File: src/rtl/next_kms_serial_rx.sv
// Bit-serial receiver for the NeXT keyboard/mouse line: mid-bit sampling, LSB-first word, valid/ready output.
// Define NEXT_KMS_RX_PARITY_EN to add an even-parity bit between the data bits and the stop bit.
module next_kms_serial_rx #(
    parameter int CLKS_PER_BIT = 16,
    parameter int DATA_BITS    = 9,
    parameter int W            = 5
) (
    input  logic                 clk,
    input  logic                 reset,
    input  logic                 in_data,
    output logic [DATA_BITS-1:0] out_data,
    output logic                 out_valid,
    input  logic                 out_ready,
    output logic                 frame_err,
    output logic                 overrun,
    output logic                 busy
);

    localparam int BW = $clog2(DATA_BITS + 1);
    localparam logic [W-1:0]  HALF_M1  = W'(CLKS_PER_BIT / 2 - 1);
    localparam logic [W-1:0]  FULL_M1  = W'(CLKS_PER_BIT - 1);
    localparam logic [W-1:0]  CNT_ONE  = W'(1);
    localparam logic [BW-1:0] LAST_BIT = BW'(DATA_BITS - 1);
    localparam logic [BW-1:0] BIT_ONE  = BW'(1);

    typedef enum logic [2:0] {
        S_IDLE,
        S_START,
        S_DATA,
`ifdef NEXT_KMS_RX_PARITY_EN
        S_PARITY,
`endif
        S_STOP,
        S_BREAK
    } state_t;

    state_t               state_q;
    logic                 prev_q;
    logic [W-1:0]         cnt_q;
    logic [BW-1:0]        bit_q;
    logic [DATA_BITS-1:0] shift_q;
    logic [DATA_BITS-1:0] out_data_q;
    logic                 out_valid_q;
    logic                 frame_err_q;
    logic                 overrun_q;
    logic                 busy_q;
`ifdef NEXT_KMS_RX_PARITY_EN
    logic                 par_q;
`endif

    logic                 sample_d;
    logic [DATA_BITS-1:0] shift_d;

    // START waits half a bit from the falling edge; every later state waits a full bit.
    assign sample_d = (state_q == S_START) ? (cnt_q == HALF_M1) : (cnt_q == FULL_M1);
    assign shift_d  = {in_data, shift_q[DATA_BITS-1:1]};

    always_ff @(posedge clk) begin
        if (reset) begin
            state_q     <= S_IDLE;
            prev_q      <= 1'b1;
            cnt_q       <= '0;
            bit_q       <= '0;
            shift_q     <= '0;
            out_data_q  <= '0;
            out_valid_q <= 1'b0;
            frame_err_q <= 1'b0;
            overrun_q   <= 1'b0;
            busy_q      <= 1'b0;
`ifdef NEXT_KMS_RX_PARITY_EN
            par_q       <= 1'b0;
`endif
        end else begin
            prev_q      <= in_data;
            frame_err_q <= 1'b0;
            overrun_q   <= 1'b0;
            if (out_valid_q && out_ready) begin
                out_valid_q <= 1'b0;
            end

            case (state_q)
                S_IDLE: begin
                    if (!in_data && prev_q) begin
                        state_q <= S_START;
                        cnt_q   <= '0;
                        busy_q  <= 1'b1;
                    end
                end

                S_START: begin
                    if (sample_d) begin
                        cnt_q <= '0;
                        bit_q <= '0;
`ifdef NEXT_KMS_RX_PARITY_EN
                        par_q <= 1'b0;
`endif
                        // A start bit that has gone high again by mid-bit is line noise.
                        if (in_data) begin
                            state_q <= S_IDLE;
                            busy_q  <= 1'b0;
                        end else begin
                            state_q <= S_DATA;
                        end
                    end else begin
                        cnt_q <= cnt_q + CNT_ONE;
                    end
                end

                S_DATA: begin
                    if (sample_d) begin
                        cnt_q   <= '0;
                        shift_q <= shift_d;
`ifdef NEXT_KMS_RX_PARITY_EN
                        par_q   <= par_q ^ in_data;
`endif
                        if (bit_q == LAST_BIT) begin
`ifdef NEXT_KMS_RX_PARITY_EN
                            state_q <= S_PARITY;
`else
                            state_q <= S_STOP;
`endif
                        end else begin
                            bit_q <= bit_q + BIT_ONE;
                        end
                    end else begin
                        cnt_q <= cnt_q + CNT_ONE;
                    end
                end

`ifdef NEXT_KMS_RX_PARITY_EN
                S_PARITY: begin
                    if (sample_d) begin
                        cnt_q   <= '0;
                        par_q   <= par_q ^ in_data;
                        state_q <= S_STOP;
                    end else begin
                        cnt_q <= cnt_q + CNT_ONE;
                    end
                end
`endif

                S_STOP: begin
                    if (sample_d) begin
                        cnt_q <= '0;
                        if (!in_data) begin
                            frame_err_q <= 1'b1;
                            state_q     <= S_BREAK;
                        end else begin
                            state_q <= S_IDLE;
                            busy_q  <= 1'b0;
`ifdef NEXT_KMS_RX_PARITY_EN
                            if (par_q) frame_err_q <= 1'b1;
                            else
`endif
                            begin
                                // Completing while a word is still pending but being accepted is not an overrun.
                                out_data_q  <= shift_q;
                                out_valid_q <= 1'b1;
                                if (out_valid_q && !out_ready) begin
                                    overrun_q <= 1'b1;
                                end
                            end
                        end
                    end else begin
                        cnt_q <= cnt_q + CNT_ONE;
                    end
                end

                S_BREAK: begin
                    if (in_data) begin
                        state_q <= S_IDLE;
                        busy_q  <= 1'b0;
                    end
                end

                default: begin
                    state_q <= S_IDLE;
                    busy_q  <= 1'b0;
                end
            endcase
        end
    end

    assign out_data  = out_data_q;
    assign out_valid = out_valid_q;
    assign frame_err = frame_err_q;
    assign overrun   = overrun_q;
    assign busy      = busy_q;

endmodule

File: config.mk
export PLATFORM = sky130hd
export DESIGN_NAME = next_kms_serial_rx
export DESIGN_NICKNAME = d
export VERILOG_FILES = /design/src/rtl/next_kms_serial_rx.sv
export SDC_FILE = /design/constraint.sdc
export NUM_CORES = 1
export LEC_CHECK = 0
export BUFFER_PORTS_ARGS = -buffer_cell sky130_fd_sc_hd__buf_2
export CAP_MARGIN = 20
export CORE_MARGIN = 10
export CORE_UTILIZATION = 45
export CTS_CLUSTER_DIAMETER = 200
export CTS_CLUSTER_SIZE = 16
export DETAILED_ROUTE_END_ITERATION = 10
export PLACE_DENSITY_LB_ADDON = 0.05
export SLEW_MARGIN = 15
export SYNTH_ARGS = -nofsm -noshare
export SYNTH_HDL_FRONTEND = slang
export SYNTH_SLANG_ARGS = --single-unit
File: constraint.sdc
create_clock -name clk -period 3.75 [get_ports clk]
set_clock_uncertainty 0.05 [all_clocks]
set_input_delay 0.75 -clock clk [delete_from_list [all_inputs] [get_ports clk]]
set_output_delay 0.75 -clock clk [all_outputs]
set_load 0.02 [all_outputs]
==> results.json, run 1 <==
{
  "area_growth_pct": 9.69,
  "finalSetupViolations": 0,
  "syn-num-nets": 178,
  "synth_cell_types": 38,
  "core_area_um2": 3310,
  "rows": 21,
  "hpwlAfterDp_mm": 2.22,
  "initial_core_util": 0.464,
  "cp.arrival_ns": 2.42,
  "layout-drive-gt1-share": 0.129,
  "highest_layer": "met4",
  "share_seq_of_total_power": 0.588,
  "r2r_end": "bit_q[3]",
  "crit_start": "state_q[1]",
  "wl_met2_mm": 1.40,
  "async_flop_share": 0,
  "ys_ff_latch": 35,
  "final_cell_area_um2": 1690,
  "worstSetupStartpointType": "flop",
  "fmax_mhz": 455,
  "wl_met3_um": 186,
  "grt_overflow_total": 0,
  "total_leakage_power_nw": 0.786,
  "io-pin-count": 17,
  "io_buffers": 16,
  "clock_path_buffers": 2,
  "post_cts_buffers": 0,
  "clkSlewWorstSetupHoldPaths_ns": 0.11,
  "crit_path_end_kind": "flop",
  "track_usage": 0.106,
  "gp_congestion": 0.778,
  "rrSetupSlack_ns": 1.55,
  "dp.cells": 224,
  "power_switching_share": 0.289,
  "syn_area_um2": 1540,
  "fp.dieW_um": 78.4,
  "yosysWarnings": 0,
  "drv_slew": 0,
  "wl_per_cell_um": 13.5,
  "min_period_over_period": 0.587,
  "antenna_found_initial": 0,
  "irDropWorstVdd_v": 0.000242,
  "status": "completed",
  "grt_max_degree": 33,
  "p_switching_w": 0.000197,
  "dr.pass1.iters": 4,
  "syn_avg_cell_area_um2": 8.99,
  "routed-via-count": 1221,
  "numClockSinks": 35,
  "fin_crit_ns": 2.20,
  "cts_tree": "done",
  "internal-power_w": 0.000486,
  "combPwrFrac": 0.121,
  "rr_startpoint": "state_q[1]",
  "hold_depth": 2,
  "synth_ff_type": "dfxtp_1",
  "post_drt_via_cell_ratio": 5.26,
  "netlist_instances": 171,
  "hold_viol_final": 0,
  "drtAntennaViolNets": 0,
  "pre_cts_ws_ns": 1.58,
  "worstRegToRegCells": 4,
  "final_common_cell": "dfxtp_1",
  "wl_met1_mm": 1.50,
  "cts_buffers": 5,
  "seq_area_frac_synth": 0.456,
  "crit_path_end": "bit_q[3]",
  "critical_path_class": "flop to flop",
  "cap_violations": 0,
  "rsz0062_at_grt": "no",
  "worst_slew_pin_slew_ns": 0.666,
  "cts_root_buffer": "clkbuf_4",
  "cts_resized": 0,
  "finalNonFillerCells": 232,
  "hp-class": "flop to flop",
  "placed_area_um2": 1630,
  "grt_pass1_vias": 1076,
  "drtIter0Drc": 55,
  "holdWs_ns": 0.436,
  "critPathMaxFanout": 12,
  "relSlewSlack": 0.555,
  "synth-edff-count": 0,
  "worst_slack_ns": 1.55,
  "critical_path_required_ns": 3.97,
  "dieArea_um2": 6150,
  "dieHeight_um": 78.4,
  "power_density_nw_per_um2": 405,
  "nets": 192,
  "holdBufCountCts": 0,
  "diodes": 0,
  "htreeDepth": 2,
  "worstSkewPairLatency_ns": 0.34,
  "grt_pass1_wl_mm": 5.26,
  "final.setup.tns_ns": 0,
  "final_cell_mix": "35 x dfxtp_1, 28 x nor2_1, 19 x mux2i_1",
  "drc_errors": 0,
  "routed_wl_mm": 3.14,
  "p_clk_frac": 0.291
}
-- cells by family (layout without fill, tap and decap cells) --
family | Yosys count | in the layout | share of synthesized area
AOI/OAI and AO/OA | 29 | 29 | 0.127
xor gates and xnor gates | 1 | 1 | 0.00570
adders and majority gates | 3 | 3 | 0.0244
buffers and inverters | 15 | 30 | 0.0423
DFF | 35 | 35 | 0.456
muxes | 19 | 19 | 0.124
and+or+nand+nor | 69 | 69 | 0.221
-- layout make-up --
class | instances | area, um^2
timing repair buffer | 16 | 80.1
clock inverter | 2 | 12.5
fill | 347 | 1630
inverter | 6 | 22.5
tap | 46 | 57.6
clock buffer | 6 | 41.3
sequential | 35 | 701
multi-input combinational | 121 | 771
-- synth_stat cells (all sizes together), types with 2 or more instances --
| master | number | area, um^2 |
|---|---|---|
| dfxtp | 35 | 701 |
| nor2 | 28 | 105 |
| mux2i | 19 | 190 |
| nand2 | 12 | 45.0 |
| a21oi | 7 | 35.0 |
| clkbuf | 7 | 26.3 |
| inv | 6 | 22.5 |
| nand3 | 5 | 25.0 |
| a31oi | 4 | 25.0 |
| nor3 | 4 | 20.0 |
| o21ai | 4 | 20.0 |
| ha | 3 | 37.5 |
| nand2b | 3 | 18.8 |
| or3 | 3 | 18.8 |
| a22oi | 2 | 15.0 |
| and2 | 2 | 12.5 |
| and3b | 2 | 17.5 |
| buf | 2 | 16.3 |
| nand4 | 2 | 12.5 |
| nor2b | 2 | 12.5 |
| o211ai | 2 | 15.0 |
| or3b | 2 | 17.5 |
-- per-stage QoR --
step            util  power [W]
3_3_place_gp   0.493   0.000489
3_5_place_dp   0.493   0.000492
4_1_cts        0.509   0.000693
2_1_floorplan      -   0.000470
5_1_grt        0.509   0.000724
6_report       0.509   0.000683
-- state kept, by name, summed over array words and instances (netlist names) --
register,count
state_q,3
out_valid,1
shift_q,9
frame_err,1
bit_q,4
busy,1
overrun,1
out_data,9
cnt_q,5
prev_q,1
-- worst min-delay path by stage --
stage	startpoint	end	slack (ns)
3_3_place_gp	out_valid	overrun	0.41
2_1_floorplan	bit_q[3]	bit_q[3]	0.40
6_report	out_valid	overrun	0.44
5_1_grt	bit_q[3]	bit_q[3]	0.48
3_5_place_dp	out_valid	overrun	0.42
4_1_cts	out_valid	overrun	0.44
-- power groups by stage --
| stage | Combinational, W | Sequential, W | Clock, W |
|---|---|---|---|
| 2_1_floorplan | 0.0000693 | 0.000401 | 0 |
| 3_3_place_gp | 0.0000809 | 0.000408 | 0 |
| 3_5_place_dp | 0.0000833 | 0.000409 | 0 |
| 4_1_cts | 0.0000834 | 0.000401 | 0.000208 |
| 5_1_grt | 0.0000922 | 0.000404 | 0.000228 |
| 6_report | 0.0000828 | 0.000401 | 0.000199 |
-- routing by layer --
metal / up-vias / global-route usage
li1: 625 / -
met1: 570 / 0.136
met2: 21 / 0.147
met3: 5 / 0.0524
met4: 0 / 0.0430
met5: - / 0
-- worst max-delay path, cell delays in order, from the launching register on --
cell     delay [ns]
dfxtp_1        0.55
or3b_1         0.45
or3_1          0.56
or3_1          0.39
a21oi_1        0.14
Note: power is estimated with default switching activity, not from simulation.
==> run 2: changes to the inputs <==
Settings changed: ABC_AREA set to 1.
Clock period 3.75 ns to 1.8 ns, I/O delays scaled along.
==> run 2 against run 1 <==
Wire length grew 3.4%. Global-route usage grew 0.65 points. Final area grew 7.0%. Non-clock buffer count grew 3. Cell count grew 23%. Clock power grew to 3.6 times the previous value. Highest routed layer unchanged.
==> results.json, run 2 <==
{
  "htreeDepth": 2,
  "finalSetupViolations": 0,
  "clkSlewWorstSetupHoldPaths_ns": 0.11,
  "hpwlAfterDp_mm": 2.42,
  "drtAntennaViolNets": 0,
  "synth.top_cell.area_share": 0.450,
  "seq_area_frac_synth": 0.450,
  "rsz0062_at_grt": "no",
  "grt_max_degree": 24,
  "grt_overflow_total": 0,
  "crit_buf_inv": 2,
  "syn_avg_cell_area_um2": 7.21,
  "min_period_over_period": 0.894,
  "syn_area_um2": 1560,
  "cts_root_buffer": "clkbuf_4",
  "worstSetupStartpointType": "flop",
  "cp_top_family": "simple AND/OR/NAND/NOR gates",
  "track_usage": 0.113,
  "yosysWarnings": 0,
  "io_buffers": 16,
  "drtIter0Drc": 68,
  "io-pin-count": 17,
  "worstSkewPairLatency_ns": 0.34,
  "cts_buffers": 5,
  "hold_viol_final": 0,
  "synthTopCellsByArea": "dfxtp_1 45%, nor2_1 13%, nand2_1 7.7%",
  "hp-class": "input port to flop",
  "critical_path_class": "flop to flop",
  "total_leakage_power_nw": 0.856,
  "path_cells": "ha_1 > inv_1 > nor2_2 > nand4_2 > nor2_4 > inv_4 > nor2_1 > nor2_1",
  "nets": 245,
  "synth_area_leader_cell": "dfxtp_1",
  "grt_pass1_vias": 1315,
  "status": "completed",
  "syn-num-nets": 223,
  "final_common_cell": "nor2_1",
  "post_drt_via_cell_ratio": 4.85,
  "dr.pass1.iters": 4,
  "cap_violations": 0,
  "critPathMaxFanout": 11,
  "final.setup.tns_ns": 0,
  "holdBufCountCts": 0,
  "dieArea_um2": 6210,
  "initial_core_util": 0.467,
  "final_cell_area_um2": 1800,
  "synth_ff_type": "dfxtp_1",
  "clock_path_buffers": 2,
  "cts_tree": "done",
  "routed-via-count": 1381,
  "core_area_um2": 3340,
  "crit_path_end_kind": "flop",
  "drc_errors": 0,
  "async_flop_share": 0,
  "cp.arrival_ns": 1.81,
  "fp.dieW_um": 78.8,
  "fin_crit_ns": 1.61,
  "netlist_instances": 216,
  "p_total_w": 0.00213,
  "numClockSinks": 35,
  "gp_congestion": 0.854,
  "power_density_nw_per_um2": 1180,
  "ys_ff_latch": 35,
  "fillers": 331,
  "max_stage_delay_ns": 0.37,
  "drv_slew": 0,
  "critical_path_required_ns": 2.00,
  "dieHeight_um": 78.8,
  "synth_commonest_cells": "52 x nor2_1, 35 x dfxtp_1, 32 x nand2_1, 21 x o21ai_0, 18 x inv_1",
  "irDropWorstVdd_v": 0.000551,
  "area_growth_pct": 15.7,
  "grt_pass1_wl_mm": 5.76,
  "rows": 21,
  "relSlewSlack": 0.765,
  "wl_per_cell_um": 11.4,
  "synth_most_common_cell": "nor2_1",
  "cp_common_cell": "nor2_1",
  "worst_slew_pin_slew_ns": 0.351,
  "synth-edff-count": 0,
  "final_cell_mix": "52 x nor2_1, 34 x dfxtp_1, 32 x nand2_1",
  "diodes": 0,
  "holdWs_ns": 0.261,
  "rrSetupSlack_ns": 0.19,
  "synth_cell_types": 25,
  "placed_area_um2": 1680,
  "fmax_mhz": 622,
  "worst_path_max_delay_cell": "dfxtp_2",
  "layout-drive-gt1-share": 0.192,
  "antenna_found_initial": 0,
  "routed_wl_mm": 3.25
}
## run 2: through the flow
stage / utilization / instances / setup WS [ns]
after floorplan: - / 216 / 0.334
after global placement: 0.503 / 275 / 0.144
after detailed placement: 0.503 / 275 / 0.0920
after CTS: 0.535 / 283 / 0.0918
after global routing: 0.540 / 285 / 0.0362
final: 0.540 / 285 / 0.191
## run 2: report_power, final
group	leakage [nW]	switching (W)	internal, W	total (W)
clock network	0.0514	0.000280	0.000432	0.000711
logic	0.521	0.000379	0.000166	0.000545
registers	0.284	0.0000495	0.000828	0.000877
total	0.856	0.000709	0.00143	0.00213
## run 2: final timing paths
kind	start	to	depth (start not counted)
max	cnt_q[1]	out_data[2]	8
min	out_ready	overrun	4
max reg2reg	cnt_q[1]	out_data[2]	8
min reg2reg	busy	busy	2
## run 2: layer usage
metal / global-route usage / wire length (um) / part of all wire / vias to the layer above
li1: - / - / - / 738
met1: 0.116 / 1410 / 0.43 / 613
met2: 0.203 / 1650 / 0.51 / 23
met3: 0.0394 / 120 / 0.037 / 7
met4: 0.0484 / 65 / 0.020 / 0
met5: 0 / 0 / 0 / -
## run 2: layout make-up
type	instances	area, um^2	area share
Tap cell	46	57.6	0.0319
Sequential cell	35	702	0.389
Inverter	23	88.8	0.0493
Clock buffer	5	37.5	0.0208
Clock inverter	3	67.6	0.0375
Timing Repair Buffer	19	103	0.0569
Multi-Input combinational cell	154	747	0.414
## run 2: cell families (layout without fill, tap and decap cells)
family,Yosys count,after routing,share of synthesized area
AND/OR/NAND/NOR,116,116,0.336
flip-flops,35,35,0.450
buffers and inverters,27,50,0.0707
XOR/XNOR,1,1,0.00562
adder cells (fa/ha/maj),3,3,0.0241
AO/OA/AOI/OAI,34,34,0.114
## run 2: worst reg2reg max path, cell delays in order, from the launching register on
cell and delay, ns:
dfxtp_2 0.37, ha_1 0.17, inv_1 0.05, nor2_2 0.17, nand4_2 0.15, nor2_4 0.26, inv_4 0.12, nor2_1 0.13
nor2_1 0.06
## run 2: timing repair
action | CTS | global route
gates resized for setup | 0 | 2
endpoints found under the setup margin | 0 | 5
buffers inserted | 0 | 2
